### src/rtl/bus_bridge_if.sv
// -----------------------------------------------------------------------------
// bus_bridge_if
// Groups the CPU-side request signals and the slave-side bus of bus_bridge.
//
// CPU side : mod, eff_addr, cpu_re, cpu_we, cpu_wdata   -> bridge
//            cpu_rdata, cpu_stall, bus_err               <- bridge
// Slave side: slv_sel, slv_addr, slv_wdata, slv_re, slv_we <- bridge
//             slv_ack[15:0], slv_rdata[511:0]              -> bridge
//             (slave n drives slv_rdata[32n+31:32n])
//
// Modports:
//   master - the bridge itself (bus master towards the slaves)
//   slave  - the environment: CPU/decoder and the slave modules
// -----------------------------------------------------------------------------
interface bus_bridge_if;
  logic [7:0]   mod;
  logic [31:0]  eff_addr;
  logic         cpu_re;
  logic         cpu_we;
  logic [31:0]  cpu_wdata;
  logic [31:0]  cpu_rdata;
  logic         cpu_stall;
  logic         bus_err;
  logic [15:0]  slv_sel;
  logic [31:0]  slv_addr;
  logic [31:0]  slv_wdata;
  logic         slv_re;
  logic         slv_we;
  logic [15:0]  slv_ack;
  logic [511:0] slv_rdata;

  modport master (
    input  mod, eff_addr, cpu_re, cpu_we, cpu_wdata, slv_ack, slv_rdata,
    output cpu_rdata, cpu_stall, bus_err, slv_sel, slv_addr, slv_wdata,
           slv_re, slv_we
  );

  modport slave (
    output mod, eff_addr, cpu_re, cpu_we, cpu_wdata, slv_ack, slv_rdata,
    input  cpu_rdata, cpu_stall, bus_err, slv_sel, slv_addr, slv_wdata,
           slv_re, slv_we
  );
endinterface

### src/rtl/bus_bridge.sv
// -----------------------------------------------------------------------------
// bus_bridge
// Bridges single CPU read/write requests onto a 16-slot slave bus.
// IDLE latches the request, ACCESS issues a one-cycle strobe to the selected
// slave, WAIT holds the select until that slave acks, DONE returns data and
// releases the CPU stall for one cycle.
//
// Ports:
//   clk  - clock, all state on the rising edge
//   rst  - asynchronous, active-low reset
//   bus  - bus_bridge_if.master (CPU request/response + slave bus)
//
// Parameter:
//   TIMEOUT - WAIT cycles without ack before abort (1-255), used only when
//             the timeout option is built in.
//
// Build option:
//   BUS_BRIDGE_TIMEOUT_EN - when defined, an 8-bit counter aborts a WAIT
//   that lasts TIMEOUT cycles, returning 32'hDEADBEEF with bus_err. When
//   undefined, WAIT lasts until the selected slave acks.
// -----------------------------------------------------------------------------
module bus_bridge #(
  parameter int TIMEOUT = 255
) (
  input  logic          clk,
  input  logic          rst,
  bus_bridge_if.master  bus
);

  if (TIMEOUT < 1 || TIMEOUT > 255) begin : g_bad_timeout
    $error("bus_bridge: TIMEOUT must be in 1..255");
  end

  typedef enum logic [1:0] {
    IDLE,
    ACCESS,
    WAIT,
    DONE
  } state_t;

  state_t       state_reg;
  logic [3:0]   mod_reg;       // only valid (0-13) module numbers reach ACCESS
  logic         write_reg;
  logic [15:0]  sel_reg;
  logic [31:0]  addr_reg;
  logic [31:0]  wdata_reg;
  logic [31:0]  rdata_reg;
  logic         re_reg;
  logic         we_reg;
  logic         err_reg;

`ifdef BUS_BRIDGE_TIMEOUT_EN
  localparam logic [7:0] TMO_LAST = 8'(TIMEOUT - 1);
  logic [7:0]   tmo_cnt_reg;
`endif

  logic         req;
  logic         ack_hit;
  logic [31:0]  rdata_slice [16];

  // Unflatten the slave read-data bus into one word per module.
  for (genvar gi = 0; gi < 16; gi++) begin : g_slice
    assign rdata_slice[gi] = bus.slv_rdata[gi*32 +: 32];
  end

  assign req     = bus.cpu_re | bus.cpu_we;
  // Only the latched module's ack counts; all other ack bits are ignored.
  assign ack_hit = bus.slv_ack[mod_reg];

  always_ff @(posedge clk or negedge rst) begin
    if (!rst) begin
      state_reg   <= IDLE;
      mod_reg     <= 4'd0;
      write_reg   <= 1'b0;
      sel_reg     <= 16'h0000;
      addr_reg    <= 32'h0;
      wdata_reg   <= 32'h0;
      rdata_reg   <= 32'h0;
      re_reg      <= 1'b0;
      we_reg      <= 1'b0;
      err_reg     <= 1'b0;
`ifdef BUS_BRIDGE_TIMEOUT_EN
      tmo_cnt_reg <= 8'd0;
`endif
    end else begin
      // Strobes and the error flag are single-cycle pulses.
      re_reg  <= 1'b0;
      we_reg  <= 1'b0;
      err_reg <= 1'b0;
      case (state_reg)
        IDLE: begin
          if (req) begin
            mod_reg   <= bus.mod[3:0];
            addr_reg  <= bus.eff_addr;
            wdata_reg <= bus.cpu_wdata;
            write_reg <= bus.cpu_we;   // write wins when both are requested
            if (bus.mod <= 8'd13) begin
              sel_reg   <= 16'h0001 << bus.mod[3:0];
              we_reg    <= bus.cpu_we;
              re_reg    <= ~bus.cpu_we;
              state_reg <= ACCESS;
            end else begin
              // No such slave: finish at once with an error and no strobe.
              rdata_reg <= 32'h0;
              err_reg   <= 1'b1;
              state_reg <= DONE;
            end
          end
        end

        ACCESS: begin
`ifdef BUS_BRIDGE_TIMEOUT_EN
          tmo_cnt_reg <= 8'd0;
`endif
          state_reg <= WAIT;
        end

        WAIT: begin
          // Ack is tested first so an ack coinciding with the timeout wins.
          if (ack_hit) begin
            sel_reg   <= 16'h0000;
            rdata_reg <= write_reg ? 32'h0 : rdata_slice[mod_reg];
            state_reg <= DONE;
          end
`ifdef BUS_BRIDGE_TIMEOUT_EN
          else if (tmo_cnt_reg == TMO_LAST) begin
            sel_reg   <= 16'h0000;
            rdata_reg <= 32'hDEADBEEF;
            err_reg   <= 1'b1;
            state_reg <= DONE;
          end else begin
            tmo_cnt_reg <= tmo_cnt_reg + 8'd1;
          end
`endif
        end

        DONE: begin
          state_reg <= IDLE;
        end

        default: begin
          state_reg <= IDLE;
        end
      endcase
    end
  end

  // Stall is combinational in IDLE so the CPU holds from the request cycle.
  assign bus.cpu_stall = (state_reg == ACCESS) || (state_reg == WAIT) ||
                         ((state_reg == IDLE) && req);

  assign bus.cpu_rdata = rdata_reg;
  assign bus.bus_err   = err_reg;
  assign bus.slv_sel   = sel_reg;
  assign bus.slv_addr  = addr_reg;
  assign bus.slv_wdata = wdata_reg;
  assign bus.slv_re    = re_reg;
  assign bus.slv_we    = we_reg;

endmodule

### src/flat_wrapper.sv
// flat-port wrapper written by rule: the top's interface ports become plain ports
module bus_bridge_flat 
#(
  parameter int TIMEOUT = 255
)
  (clk, rst, bus_mod, bus_eff_addr, bus_cpu_re, bus_cpu_we, bus_cpu_wdata, bus_slv_ack, bus_slv_rdata, bus_cpu_rdata, bus_cpu_stall, bus_bus_err, bus_slv_sel, bus_slv_addr, bus_slv_wdata, bus_slv_re, bus_slv_we);
  bus_bridge_if bus_i ();
  input  logic clk;
  input  logic rst;
  input wire logic [$bits(bus_i.mod)-1:0] bus_mod;
  input wire logic [$bits(bus_i.eff_addr)-1:0] bus_eff_addr;
  input wire logic [$bits(bus_i.cpu_re)-1:0] bus_cpu_re;
  input wire logic [$bits(bus_i.cpu_we)-1:0] bus_cpu_we;
  input wire logic [$bits(bus_i.cpu_wdata)-1:0] bus_cpu_wdata;
  input wire logic [$bits(bus_i.slv_ack)-1:0] bus_slv_ack;
  input wire logic [$bits(bus_i.slv_rdata)-1:0] bus_slv_rdata;
  output wire logic [$bits(bus_i.cpu_rdata)-1:0] bus_cpu_rdata;
  output wire logic [$bits(bus_i.cpu_stall)-1:0] bus_cpu_stall;
  output wire logic [$bits(bus_i.bus_err)-1:0] bus_bus_err;
  output wire logic [$bits(bus_i.slv_sel)-1:0] bus_slv_sel;
  output wire logic [$bits(bus_i.slv_addr)-1:0] bus_slv_addr;
  output wire logic [$bits(bus_i.slv_wdata)-1:0] bus_slv_wdata;
  output wire logic [$bits(bus_i.slv_re)-1:0] bus_slv_re;
  output wire logic [$bits(bus_i.slv_we)-1:0] bus_slv_we;
  assign bus_i.mod = bus_mod;
  assign bus_i.eff_addr = bus_eff_addr;
  assign bus_i.cpu_re = bus_cpu_re;
  assign bus_i.cpu_we = bus_cpu_we;
  assign bus_i.cpu_wdata = bus_cpu_wdata;
  assign bus_i.slv_ack = bus_slv_ack;
  assign bus_i.slv_rdata = bus_slv_rdata;
  assign bus_cpu_rdata = bus_i.cpu_rdata;
  assign bus_cpu_stall = bus_i.cpu_stall;
  assign bus_bus_err = bus_i.bus_err;
  assign bus_slv_sel = bus_i.slv_sel;
  assign bus_slv_addr = bus_i.slv_addr;
  assign bus_slv_wdata = bus_i.slv_wdata;
  assign bus_slv_re = bus_i.slv_re;
  assign bus_slv_we = bus_i.slv_we;
  bus_bridge #(.TIMEOUT(TIMEOUT)) u_core (.clk(clk), .rst(rst), .bus(bus_i));
endmodule
### config.mk
export PLATFORM = sky130hd
export DESIGN_NAME = bus_bridge_flat
export DESIGN_NICKNAME = d
export VERILOG_FILES = /design/src/rtl/bus_bridge_if.sv /design/src/rtl/bus_bridge.sv /design/src/flat_wrapper.sv
export SDC_FILE = /design/constraint.sdc
export NUM_CORES = 1
export LEC_CHECK = 0
export ABC_CLOCK_PERIOD_IN_PS = 4200
export BUFFER_PORTS_ARGS = -buffer_cell sky130_fd_sc_hd__buf_2
export CORE_AREA = 4 4 280 282
export CTS_CLUSTER_SIZE = 24
export DETAILED_ROUTE_END_ITERATION = 7
export DIE_AREA = 0 0 284 286
export PLACE_DENSITY_LB_ADDON = 0.3
export SYNTH_ARGS = -nofsm -noshare
export SYNTH_HDL_FRONTEND = slang
export SYNTH_SLANG_ARGS = --single-unit
### constraint.sdc
create_clock -name clk -period 4.2 [get_ports clk]
set_input_delay 0.63 -clock clk [delete_from_list [all_inputs] [get_ports clk]]
set_output_delay 0.63 -clock clk [all_outputs]
set_load 0.01 [all_outputs]
# == Word level (Yosys, flattened, before mapping) ==
# Cells that the tools add are included.
# totals
reg_bits,122
latchBits,0
mem_bits_rw,0
romBits,0
inputBits,604
word_cells,60
n_memories,0
# op_classes
n_addsub,0
n_mul,0
n_div,0
n_lt_le_gt_ge,3
n_eq_ne,7
shifts,1
muxes,27
bitwise,3
n_reduce_logical,9
# op_table
op,n
32-bit 2-to-1 mux,6
32-bit binary-select mux with 4-bit select,1
32-bit case mux with 2 select lines,1
16-bit 2-to-1 mux,3
16-bit case mux with 2 select lines,1
1-bit by 4-bit left shift with 16-bit output (first input constant),1
1-bit 2-to-1 mux,10
8-bit by 4-bit less-or-equal comparator with 1-bit output (second input constant),1
2-bit case mux with 4 select lines,1
4-bit AND reduction,2
2-bit 2-to-1 mux,3
2-bit by 1-bit inequality test with 1-bit output (second input constant),3
5-bit greater-or-equal comparator (second input constant),1
4-bit by 5-bit less-than comparator with 1-bit output (second input constant),1
4-bit inverter with 5-bit output,1
1-bit binary-select mux with 4-bit select,1
2-bit == test (second input constant),2
2-bit AND reduction,2
2-bit by 1-bit == test with 1-bit output (second input constant),1
2-bit logical NOT,1
1-bit logical OR,2
2-bit inequality test (second input constant),1
2-bit nonzero test,1
1-bit logical AND,1
2 further kinds,2

# == Longest topological paths before layout ==
# Gate-level depths: netlist of the first run.
# logic_depth
ltp_word,7
ltp_mapped,9

# == Worst setup path after synthesis of the first run ==
# OpenSTA, ideal clock, no wires.
# synth_timing
kind,input to register
startpoint,input bus_mod[4]
endpoint,register u_core.rdata_reg[1] (netlist: u_core.bus.cpu_rdata[1])
setup_ns,0.125
arrival_time_ns,2.185
t_required_ns,4.075
setup_slack_ns,1.890
cell_stages,6
n_path_buf,1
path_cell_list,or4_1 a31oi_1 nor2_1 o21bai_4 buf_6 mux2_4
# synth_between
elab_chain_len,3
# synth_rtl
item,line,text
start: declaration,flat_wrapper.sv:10,input wire logic [$bits(bus_i.mod)-1:0] bus_mod;
8-bit by 4-bit less-or-equal comparator with 1-bit output,bus_bridge.sv:97,if (bus.mod <= 8'd13) begin
2-bit inequality test (no source line),n/a,
4-bit AND reduction (no source line),n/a,
end signal: assignment,bus_bridge.sv:122,rdata_reg <= write_reg ? 32'h0 : rdata_slice[mod_reg];
end: declaration,bus_bridge.sv:47,logic [31:0] rdata_reg;
# No other way between the ends.
# A chain may end at the register's enable or synchronous reset.

# == Final worst setup path of the first run ==
# layout_timing
startpoint,register u_core.mod_reg[1]
endpoint,register u_core.rdata_reg[24] (netlist: u_core.bus.cpu_rdata[24])
# layout_between
elab_chain_len,7
word_cells_on_any_way,11
cone_classes,1 x eq/ne; 8 x mux; 1 x bitwise; 1 x reduce/logical
# layout_rtl
item,line,text
start: declaration,bus_bridge.sv:42,logic [3:0] mod_reg;
start signal: assignment,bus_bridge.sv:93,mod_reg <= bus.mod[3:0];
4-bit inverter with 5-bit output (implied by the code),bus_bridge.sv:122,
32-bit binary-select mux with 4-bit select,bus_bridge.sv:122,
32-bit 2-to-1 mux (implied by the code) (2 in a row),bus_bridge.sv:122,
32-bit 2-to-1 mux,bus_bridge.sv:122,
32-bit 2-to-1 mux,bus_bridge.sv:120,if (ack_hit) begin
32-bit case mux with 2 select lines,bus_bridge.sv:90,case (state_reg)
# Several ways; a longest one is shown, not always the timed one. The select of a mux whose other input is x is not followed.

==> run summary, run 1 <==
fmax - 330 MHz
die height - 286 um
placed cells - 2,408
fraction of layout cells with a size suffix above 1 - 68.4%
number of synthesized register bits - 122
worst reg2reg path startpoint - u_core.mod_reg[1]$_DFFE_PN0P_
synthesized area - 9260 sq um
clk_skew - 0.0156 ns
FF-to-FF End - u_core.bus.cpu_rdata[24]$_DFFE_PN0P_
WL met1 - 22,700 um
worst-margin pin slew - 0.956 ns
total power - 9.56 mW
CP endpoint - u_core.bus.cpu_rdata[24]$_DFFE_PN0P_
count of different cell masters after synthesis - 37
Placer Congestion - 0.979
DRC - 0
Max Cap Viol - 0
CTS H-tree depth - 4
TritonCTS Buffers - 17
Die Width - 284 um
RSZ-0062 raised after global routing - false
Seq/Total Area, Yosys - 33.0%
root buffer cell - clkbuf_16
crit path capture type - flip-flop
relative slew slack - 36.3%
status - complete, no violations
Clock Sinks - 122
Cell Pwr Density - 657 nW/um^2
Synth Warn # - 0
pre-CTS WS - 1.09 ns
top sig layer - met5
via count of the first global-routing pass - 10,739
vias after detailed routing - 9,838
clk buf depth - 2
drt total wl - 55,500 um
worst endpoint required time - 4.53 ns
most frequent cells in the layout - 718 x buf_2, 138 x mux2_2, 118 x dfrtp_1
Ports - 720
fin cells - 2,451
Post-CTS Setup Inserts - 0
first-pass GRT wire length - 76,900 um
Setup Crit Path Kind - reg -> reg
DR WL met2 - 26,600 um
# fillers - 8,418
FF/Latch Area - 3070 sq um
Worst Path Max Fanout - 32
setup ws final - 1.17 ns
Clk pin slew, worst setup/hold paths - 0.06 ns
post-route ant nets - 0
Core Area - 75,700 sq um
Worst Setup Start Kind - flip-flop
post-DR wirelength/cell - 22.6 um
port bufs - 719
Peak VDD IR - 789 uV
fin crit share - 72.1%
fin nets - 2,055
min cycle time layout - 3.03 ns
initial DRC count - 486
drt first pass iters - 4
Hold Fails Final Rpt - 0
Post-CTS Resized - 0
max-slew violation count - 0
average size of a mapped cell - 12.0 sq um
global route overflow - 0
row count - 101
worst endpoint data arrival time - 3.36 ns
Via density - 4.01
Syn Nets - 1,378
area growth from synthesis to layout - 57.4%
DPL Wire Length - 45,400 um
Setup violations, final - 0
Initial Utilization - 12.2%
metal3 WL - 5160 um
commonest non-fill, non-tap cell in the layout - buf_2
setup tns final - 0 ns
worst min path class - in -> async
cts hold-fix bufs - 0
area taken by multi-input logic gates - 5770 sq um
Worst Reg-to-Reg Cells - 6
Die Area - 81,200 sq um
GRT Total Usage - 13.1%
pin count of the biggest net entering global routing - 92
Worst R2R Setup Slack - 1.17 ns
leak pwr - 6.94 nW
Clock Latency Late Sink - 0.46 ns
CTS tree - built
CP startpoint - u_core.mod_reg[1]$_DFFE_PN0P_
Post-Syn Instances - 772
initial antenna violation count - 20
## worst min path at each step
stage	to	slack, ns	cells past startpoint
after global routing	u_core.bus.slv_wdata[14]$_DFFE_PN0P_	0.34	1
after floorplan	u_core.bus.bus_err$_DFF_PN0_	0.33	0
after detailed placement	u_core.state_reg[0]$_DFFE_PN0P_	0.48	1
after CTS	u_core.bus.slv_addr[19]$_DFFE_PN0P_	0.30	1
final	u_core.bus.slv_addr[15]$_DFFE_PN0P_	0.30	1
after global placement	u_core.state_reg[0]$_DFFE_PN0P_	0.47	1
## logic make-up (layout without fill, tap and decap cells)
kind of cell,count (synthesis),count (layout),synth area share (%)
AO/OA/AOI/OAI,171,171,13.1
adder cells (fa/ha/maj),2,2,0.270
AND/OR/NAND/NOR,62,62,3.92
multiplexers,306,306,44.8
flip-flops,122,122,33.0
other,0,11,0
buffers and inverters,109,799,4.96
## where the power goes
part	switching, mW	internal [mW]	leakage [nW]
logic	3.07	2.73	5.13
clock network	0.633	0.897	0.284
registers	0.547	1.68	1.53
## per-layer routing
metal / GRT usage, % / vias to the layer above
met1: 16.1 / 4853
met3: 4.88 / 54
met5: 0 / -
li1: - / 4439
met2: 21.4 / 484
met4: 3.90 / 8
## layout make-up
type,count,share of cell area (%)
multi-input cells,541,39.6
repair buffers,737,25.9
flip-flops and latches,122,21.1
well taps,978,8.40
clock buffers,24,3.45
inverters,30,0.773
clock inverters,8,0.584
diodes,11,0.189
## critical path: stages, from the launching register on
cell,delay [ns]
dfrtp_4,0.78
mux2i_1,0.28
mux4_2,0.25
a22o_1,0.59
o21bai_4,0.27
buf_12,0.30
mux2_2,0.38
## Yosys cell counts (all sizes together)
cell type,n,area share [%]
mux2,155,20
or4,1,0.081
a31oi,1,0.068
mux4,66,16
mux2i,85,9.2
or2,1,0.068
or3,1,0.068
nand2,3,0.12
nor3,4,0.22
and2,2,0.14
and3,1,0.068
nand3b,1,0.081
nand2b,5,0.34
a221oi,32,3.0
or3b,1,0.095
o41ai,10,0.95
ha,2,0.27
buf,30,1.8
nor2b,5,0.34
o21ai,43,2.3
o21bai,1,0.20
o22a,1,0.095
inv,30,1.2
o221ai,32,3.0
o22ai,1,0.068
a211oi,19,1.5
clkbuf,49,2.0
a22o,2,0.19
dfrtp,122,33
nor2,17,0.69
nor3b,20,1.6
a21oi,29,1.6
## metrics by stage
stage | hold WS [ns] | utilization [%] | instance area [sq um]
after floorplan | 0.334 | - | 9260
after global placement | 0.473 | 18.4 | 13900
after detailed placement | 0.477 | 18.4 | 13900
after CTS | 0.301 | 19.2 | 14500
after global routing | 0.341 | 19.2 | 14600
final | 0.302 | 19.2 | 14600
Power figures use the tool's default switching activity.
==> run 2: changes to the inputs <==
ABC_CLOCK_PERIOD_IN_PS = 2500   (was 4200)
CORE_AREA = 4 4 275 277   (was 4 4 280 282)
DIE_AREA = 0 0 279 281   (was 0 0 284 286)
clock period = 2.5 ns   (was 4.2 ns; I/O delays follow)
==> run 2 against run 1 <==
Net effect: clock-buffer cell count decreased by 7; total power increased by 74%; first-iteration DRC count decreased by 12%; clock power increased by 73%; utilization increased by 1.2 points; largest cell class unchanged; worst hold slack got worse by 0.16 ns.
==> run summary, run 2 (same netlist as run 1, synthesis figures left out) <==
status - complete, no violations (unchanged)
Core Area - 72,800 sq um (was 75,700 sq um)
die height - 281 um (was 286 um)
root buffer cell - clkbuf_16 (unchanged)
Placer Congestion - 0.952 (was 0.979)
fin cells - 2,460 (was 2,451)
relative slew slack - 59.5% (was 36.3%)
drt total wl - 57,900 um (was 55,500 um)
drt first pass iters - 4 (unchanged)
via count of the first global-routing pass - 10,896 (was 10,739)
Clock Sinks - 122 (unchanged)
TritonCTS Buffers - 17 (unchanged)
crit path capture type - flip-flop (unchanged)
Clk pin slew, worst setup/hold paths - 0.07 ns (was 0.06 ns)
Clock Latency Late Sink - 0.46 ns (about the same)
Max Cap Viol - 0 (unchanged)
Worst Setup Start Kind - flip-flop (unchanged)
CTS tree - built (unchanged)
Setup Crit Path Kind - reg -> reg (unchanged)
worst-margin pin slew - 0.607 ns (was 0.956 ns)
most frequent cells in the layout - 718 x buf_2, 138 x mux2_2, 118 x dfrtp_1 (unchanged)
initial DRC count - 429 (was 486)
first-pass GRT wire length - 79,200 um (was 76,900 um)
global route overflow - 0 (unchanged)
leak pwr - 7.14 nW (was 6.94 nW)
row count - 99 (was 101)
fmax - 422 MHz (was 330 MHz)
Setup violations, final - 0 (unchanged)
CTS H-tree depth - 4 (unchanged)
area growth from synthesis to layout - 60.8% (was 57.4%)
fraction of layout cells with a size suffix above 1 - 69.2% (was 68.4%)
DRC - 0 (unchanged)
Cell Pwr Density - 1120 nW/um^2 (was 657 nW/um^2)
Initial Utilization - 12.7% (was 12.2%)
commonest non-fill, non-tap cell in the layout - buf_2 (unchanged)
post-route ant nets - 0 (unchanged)
Crit path max-delay family - multiplexers (unchanged)
RSZ-0062 raised after global routing - false (unchanged)
port bufs - 719 (unchanged)
vias after detailed routing - 9,983 (was 9,838)
placed cells - 2,421 (was 2,408)
Post-CTS Setup Inserts - 0 (unchanged)
worst endpoint required time - 2.83 ns (was 4.53 ns)
CP max-delay cell - dfrtp_4 (unchanged)
CP cell instances - mux2i_1, mux4_2, a22o_1, o21bai_4, buf_12, mux2_4 (was mux2i_1, mux4_2, a22o_1, o21bai_4, buf_12, mux2_2)
Hold Fails Final Rpt - 0 (unchanged)
pre-CTS WS - -0.0573 ns (was 1.09 ns)
DPL Wire Length - 48,600 um (was 45,400 um)
GRT Total Usage - 14.1% (was 13.1%)
worst min path class - in -> reg (was in -> async)
clk buf depth - 2 (unchanged)
Ports - 720 (unchanged)
clk_skew - 0.0172 ns (was 0.0156 ns)
fin nets - 2,088 (was 2,055)
pin count of the biggest net entering global routing - 58 (was 92)
fin crit share - 94.7% (was 72.1%)
initial antenna violation count - 26 (was 20)
post-DR wirelength/cell - 23.6 um (was 22.6 um)
Worst Path Max Fanout - 19 (was 32)
setup ws final - 0.132 ns (was 1.17 ns)
max-slew violation count - 0 (unchanged)
Buf+Inv Stages, Crit Path - 1 (unchanged)
worst endpoint data arrival time - 2.70 ns (was 3.36 ns)
Die Width - 279 um (was 284 um)
Peak VDD IR - 558 uV (was 789 uV)
Crit path largest cell delay - 0.56 ns (was 0.78 ns)
min cycle time layout - 2.37 ns (was 3.03 ns)
Via density - 4.06 (was 4.01)
Die Area - 78,400 sq um (was 81,200 sq um)
-- run 2: stage by stage --
stage / instance area, sq um / total power, mW / hold slack, ns / setup TNS [ns] / utilization [%]
finish: 14900 / 16.7 / 0.139 / 0 / 20.4
global route: 14900 / 17.9 / 0.0949 / 0 / 20.4
detailed placement: 14300 / 14.3 / 0.392 / -0.0573 / 19.6
floorplan: 9260 / 9.91 / 0.0794 / 0 / -
global placement: 14300 / 14.1 / 0.386 / -0.0447 / 19.6
CTS: 14900 / 17.1 / 0.0576 / 0 / 20.4
-- run 2: report_power, final --
group | total (mW) | internal, mW | switching, mW | leakage [nW]
Sequential | 3.40 | 2.83 | 0.575 | 1.53
Combinational | 10.6 | 5.05 | 5.59 | 5.33
Clock | 2.64 | 1.49 | 1.15 | 0.284
Total | 16.7 | 9.37 | 7.32 | 7.14
-- run 2: timing repair --
action | CTS | global route
setup endpoints to repair | 2 | 1
endpoints found under the hold margin | 53 | 0
hold buffers | 1 | 0
gates resized for setup | 3 | 1
-- run 2: path summary, 6_finish.rpt --
path / from / endpoint / slack (ns) / depth (start not counted)
setup / recovery: u_core.mod_reg[1]$_DFFE_PN0P_ / u_core.bus.cpu_rdata[6]$_DFFE_PN0P_ / 0.13 / 6
hold / removal: bus_cpu_wdata[19] / u_core.bus.slv_wdata[19]$_DFFE_PN0P_ / 0.14 / 2
hold reg to reg: u_core.bus.slv_addr[13]$_DFFE_PN0P_ / u_core.bus.slv_addr[13]$_DFFE_PN0P_ / 0.50 / 1
setup reg to reg: u_core.mod_reg[1]$_DFFE_PN0P_ / u_core.bus.cpu_rdata[6]$_DFFE_PN0P_ / 0.13 / 6
max in group asynchronous: rst / u_core.bus.cpu_rdata[24]$_DFFE_PN0P_ / 1.29 / 3
min in group asynchronous: rst / u_core.bus.slv_addr[10]$_DFFE_PN0P_ / 0.44 / 2
-- run 2: layer usage --
metal  global-route usage [%]  up-vias  part of all wire, %
met1                     17.2     4907                   40
li1                         -     4490                    -
met3                     5.11       75                  9.0
met4                     3.87       18                  2.2
met2                     23.5      493                   48
met5                        0        -                 0.18
-- run 2: layout make-up --
class | count | area [sq um]
tap | 959 | 1200
inverter | 30 | 113
sequential | 122 | 3070
antenna | 6 | 15.0
timing repair buffer | 770 | 4130
clock inverter | 15 | 164
multi-input combinational | 541 | 5770
fill | 8068 | 57900
clock buffer | 17 | 425
==> run 3: changes to the inputs <==
ABC_CLOCK_PERIOD_IN_PS = 2200   (was 2500)
CORE_AREA = 4 4 280 282   (was 4 4 275 277)
DIE_AREA = 0 0 284 286   (was 0 0 279 281)
clock period = 2.2 ns   (was 2.5 ns; I/O delays follow)
==> run 3 against run 2 <==
Net effect: wire length down 3.4%; via count up 0.28%; total power up 22%; final cell count up 1.9%; the flow now finishes with violations (negative setup slack); global-route usage down 1.2 points; utilization up 0.059 points; first-iteration DRC count down 23%; die area up 3.6%; final area up 4.2%.
==> run summary, run 3 (same netlist as run 1, synthesis figures left out) <==
Ports - 720 (unchanged)
CTS tree - built (unchanged)
via count of the first global-routing pass - 11,004 (was 10,896)
initial DRC count - 329 (was 429)
CP max-delay cell - dfrtp_4 (unchanged)
first-pass GRT wire length - 76,700 um (was 79,200 um)
setup tns final - -2.53 ns (was 0 ns)
TritonCTS Buffers - 17 (unchanged)
Crit path largest cell delay - 0.56 ns (about the same)
total power - 20.3 mW (was 16.7 mW)
Max Cap Viol - 0 (unchanged)
Initial Utilization - 12.2% (was 12.7%)
violated checks - negative setup slack
Setup Crit Path Kind - reg -> reg (unchanged)
fin nets - 2,119 (was 2,088)
Core Area - 75,700 sq um (was 72,800 sq um)
CTS H-tree depth - 4 (unchanged)
setup ws final - -0.142 ns (was 0.132 ns)
commonest non-fill, non-tap cell in the layout - buf_2 (unchanged)
crit path capture type - flip-flop (unchanged)
Worst Setup Start Kind - flip-flop (unchanged)
initial antenna violation count - 21 (was 26)
worst endpoint data arrival time - 2.68 ns (was 2.70 ns)
min cycle time layout - 2.34 ns (was 2.37 ns)
status - finished with violations (was complete, no violations)
row count - 101 (was 99)
Worst R2R Setup Slack - -0.14 ns (was 0.13 ns)
fin cells - 2,507 (was 2,460)
port bufs - 719 (unchanged)
Cell Pwr Density - 1310 nW/um^2 (was 1120 nW/um^2)
vias after detailed routing - 10,011 (was 9,983)
DRC - 0 (unchanged)
fin crit share - 106% (was 94.7%)
clk buf depth - 2 (unchanged)
Via density - 3.99 (was 4.06)
post-DR wirelength/cell - 22.3 um (was 23.6 um)
DPL Wire Length - 45,200 um (was 48,600 um)
worst-margin pin slew - 0.640 ns (was 0.607 ns)
max-slew violation count - 0 (unchanged)
Placer Congestion - 0.970 (was 0.952)
placed cells - 2,460 (was 2,421)
Clock Latency Late Sink - 0.46 ns (about the same)
pre-CTS WS - -0.150 ns (was -0.0573 ns)
Setup violations, final - 28 (was 0)
Die Width - 284 um (was 279 um)
worst endpoint required time - 2.54 ns (was 2.83 ns)
Hold WS - 0.0946 ns (was 0.139 ns)
Die Area - 81,200 sq um (was 78,400 sq um)
Hold Fails Final Rpt - 0 (unchanged)
Worst Path Max Fanout - 17 (was 19)
fraction of layout cells with a size suffix above 1 - 71.2% (was 69.2%)
drt total wl - 55,900 um (was 57,900 um)
most frequent cells in the layout - 718 x buf_2, 136 x mux2_2, 118 x dfrtp_1 (was 718 x buf_2, 138 x mux2_2, 118 x dfrtp_1)
drt first pass iters - 4 (unchanged)
CP cell instances - mux2i_1, mux4_2, a22o_4, o21bai_4, buf_12, mux2_4 (was mux2i_1, mux4_2, a22o_1, o21bai_4, buf_12, mux2_4)
fmax - 427 MHz (was 422 MHz)
global route overflow - 0 (unchanged)
GRT Total Usage - 12.9% (was 14.1%)
die height - 286 um (was 281 um)
post-route ant nets - 0 (unchanged)
leak pwr - 7.46 nW (was 7.14 nW)
worst min path class - in -> reg (unchanged)
RSZ-0062 raised after global routing - true (was false)
Peak VDD IR - 537 uV (was 558 uV)
Clock Sinks - 122 (unchanged)
pin count of the biggest net entering global routing - 71 (was 58)
relative slew slack - 57.3% (was 59.5%)
clk_skew - 0.0159 ns (was 0.0172 ns)
root buffer cell - clkbuf_16 (unchanged)
Clk pin slew, worst setup/hold paths - 0.07 ns (about the same)
area growth from synthesis to layout - 67.6% (was 60.8%)
-- run 3: changes by cell type in the layout (fill, tap and decap cells not counted), sizes merged, moves of 2 or more --
cell and change:
buf +28, clkbuf +6, clkinv -2, diode -3
-- run 3: cell type report --
class | count | area, sq um
Fill cell | 8332 | 60200
Tap cell | 978 | 1220
Inverter | 30 | 113
Clock inverter | 11 | 133
Timing Repair Buffer | 801 | 4580
Multi-Input combinational cell | 541 | 5940
Clock buffer | 21 | 460
Sequential cell | 122 | 3070
Antenna cell | 3 | 7.51
-- run 3: worst max-delay path, delay by kind of cell, from the launching register on --
family	cells	cell delay (ns)
buf+inv	1	0.19
compound gates	2	0.48
mux	3	0.95
flops	1	0.56
-- run 3: what timing repair did --
action / in CTS / in global routing
endpoints found under the setup margin: 33 / 47
buffers inserted: 1 / 6
gates cloned: 1 / 3
hold endpoints to repair: 52 / 0
gates resized for setup: 13 / 33
pin swaps: 0 / 1
hold buffers: 1 / 0
-- run 3: power by group --
group	switching [mW]	total (mW)	internal [mW]
Sequential	0.597	3.81	3.21
Clock	1.33	3.07	1.75
Combinational	6.79	13.4	6.63
-- run 3: metal layers --
layer	vias up	share of wire [%]	GRT usage, %
li1	4555	-	-
met1	4906	41	15.7
met2	463	50	22.4
met3	71	7.9	3.80
met4	16	1.7	3.36
met5	-	0.18	0
-- run 3: path summary, 6_finish.rpt --
check	end	cells after the start	startpoint
worst max-delay path	u_core.bus.cpu_rdata[12]$_DFFE_PN0P_	6	u_core.mod_reg[1]$_DFFE_PN0P_
worst min-delay path	u_core.bus.slv_wdata[29]$_DFFE_PN0P_	2	bus_cpu_wdata[29]
worst max register to register	u_core.bus.cpu_rdata[12]$_DFFE_PN0P_	6	u_core.mod_reg[1]$_DFFE_PN0P_
worst min register to register	u_core.bus.slv_addr[22]$_DFFE_PN0P_	1	u_core.bus.slv_addr[22]$_DFFE_PN0P_
max in group asynchronous	u_core.bus.cpu_rdata[2]$_DFFE_PN0P_	3	rst
min in group asynchronous	u_core.bus.slv_addr[29]$_DFFE_PN0P_	2	rst
-- run 3: stage by stage --
step	util (%)	area (sq um)
after floorplan	-	9270
after global placement	19.2	14600
after detailed placement	19.2	14600
after CTS	20.2	15300
after global routing	20.5	15500
final	20.5	15500
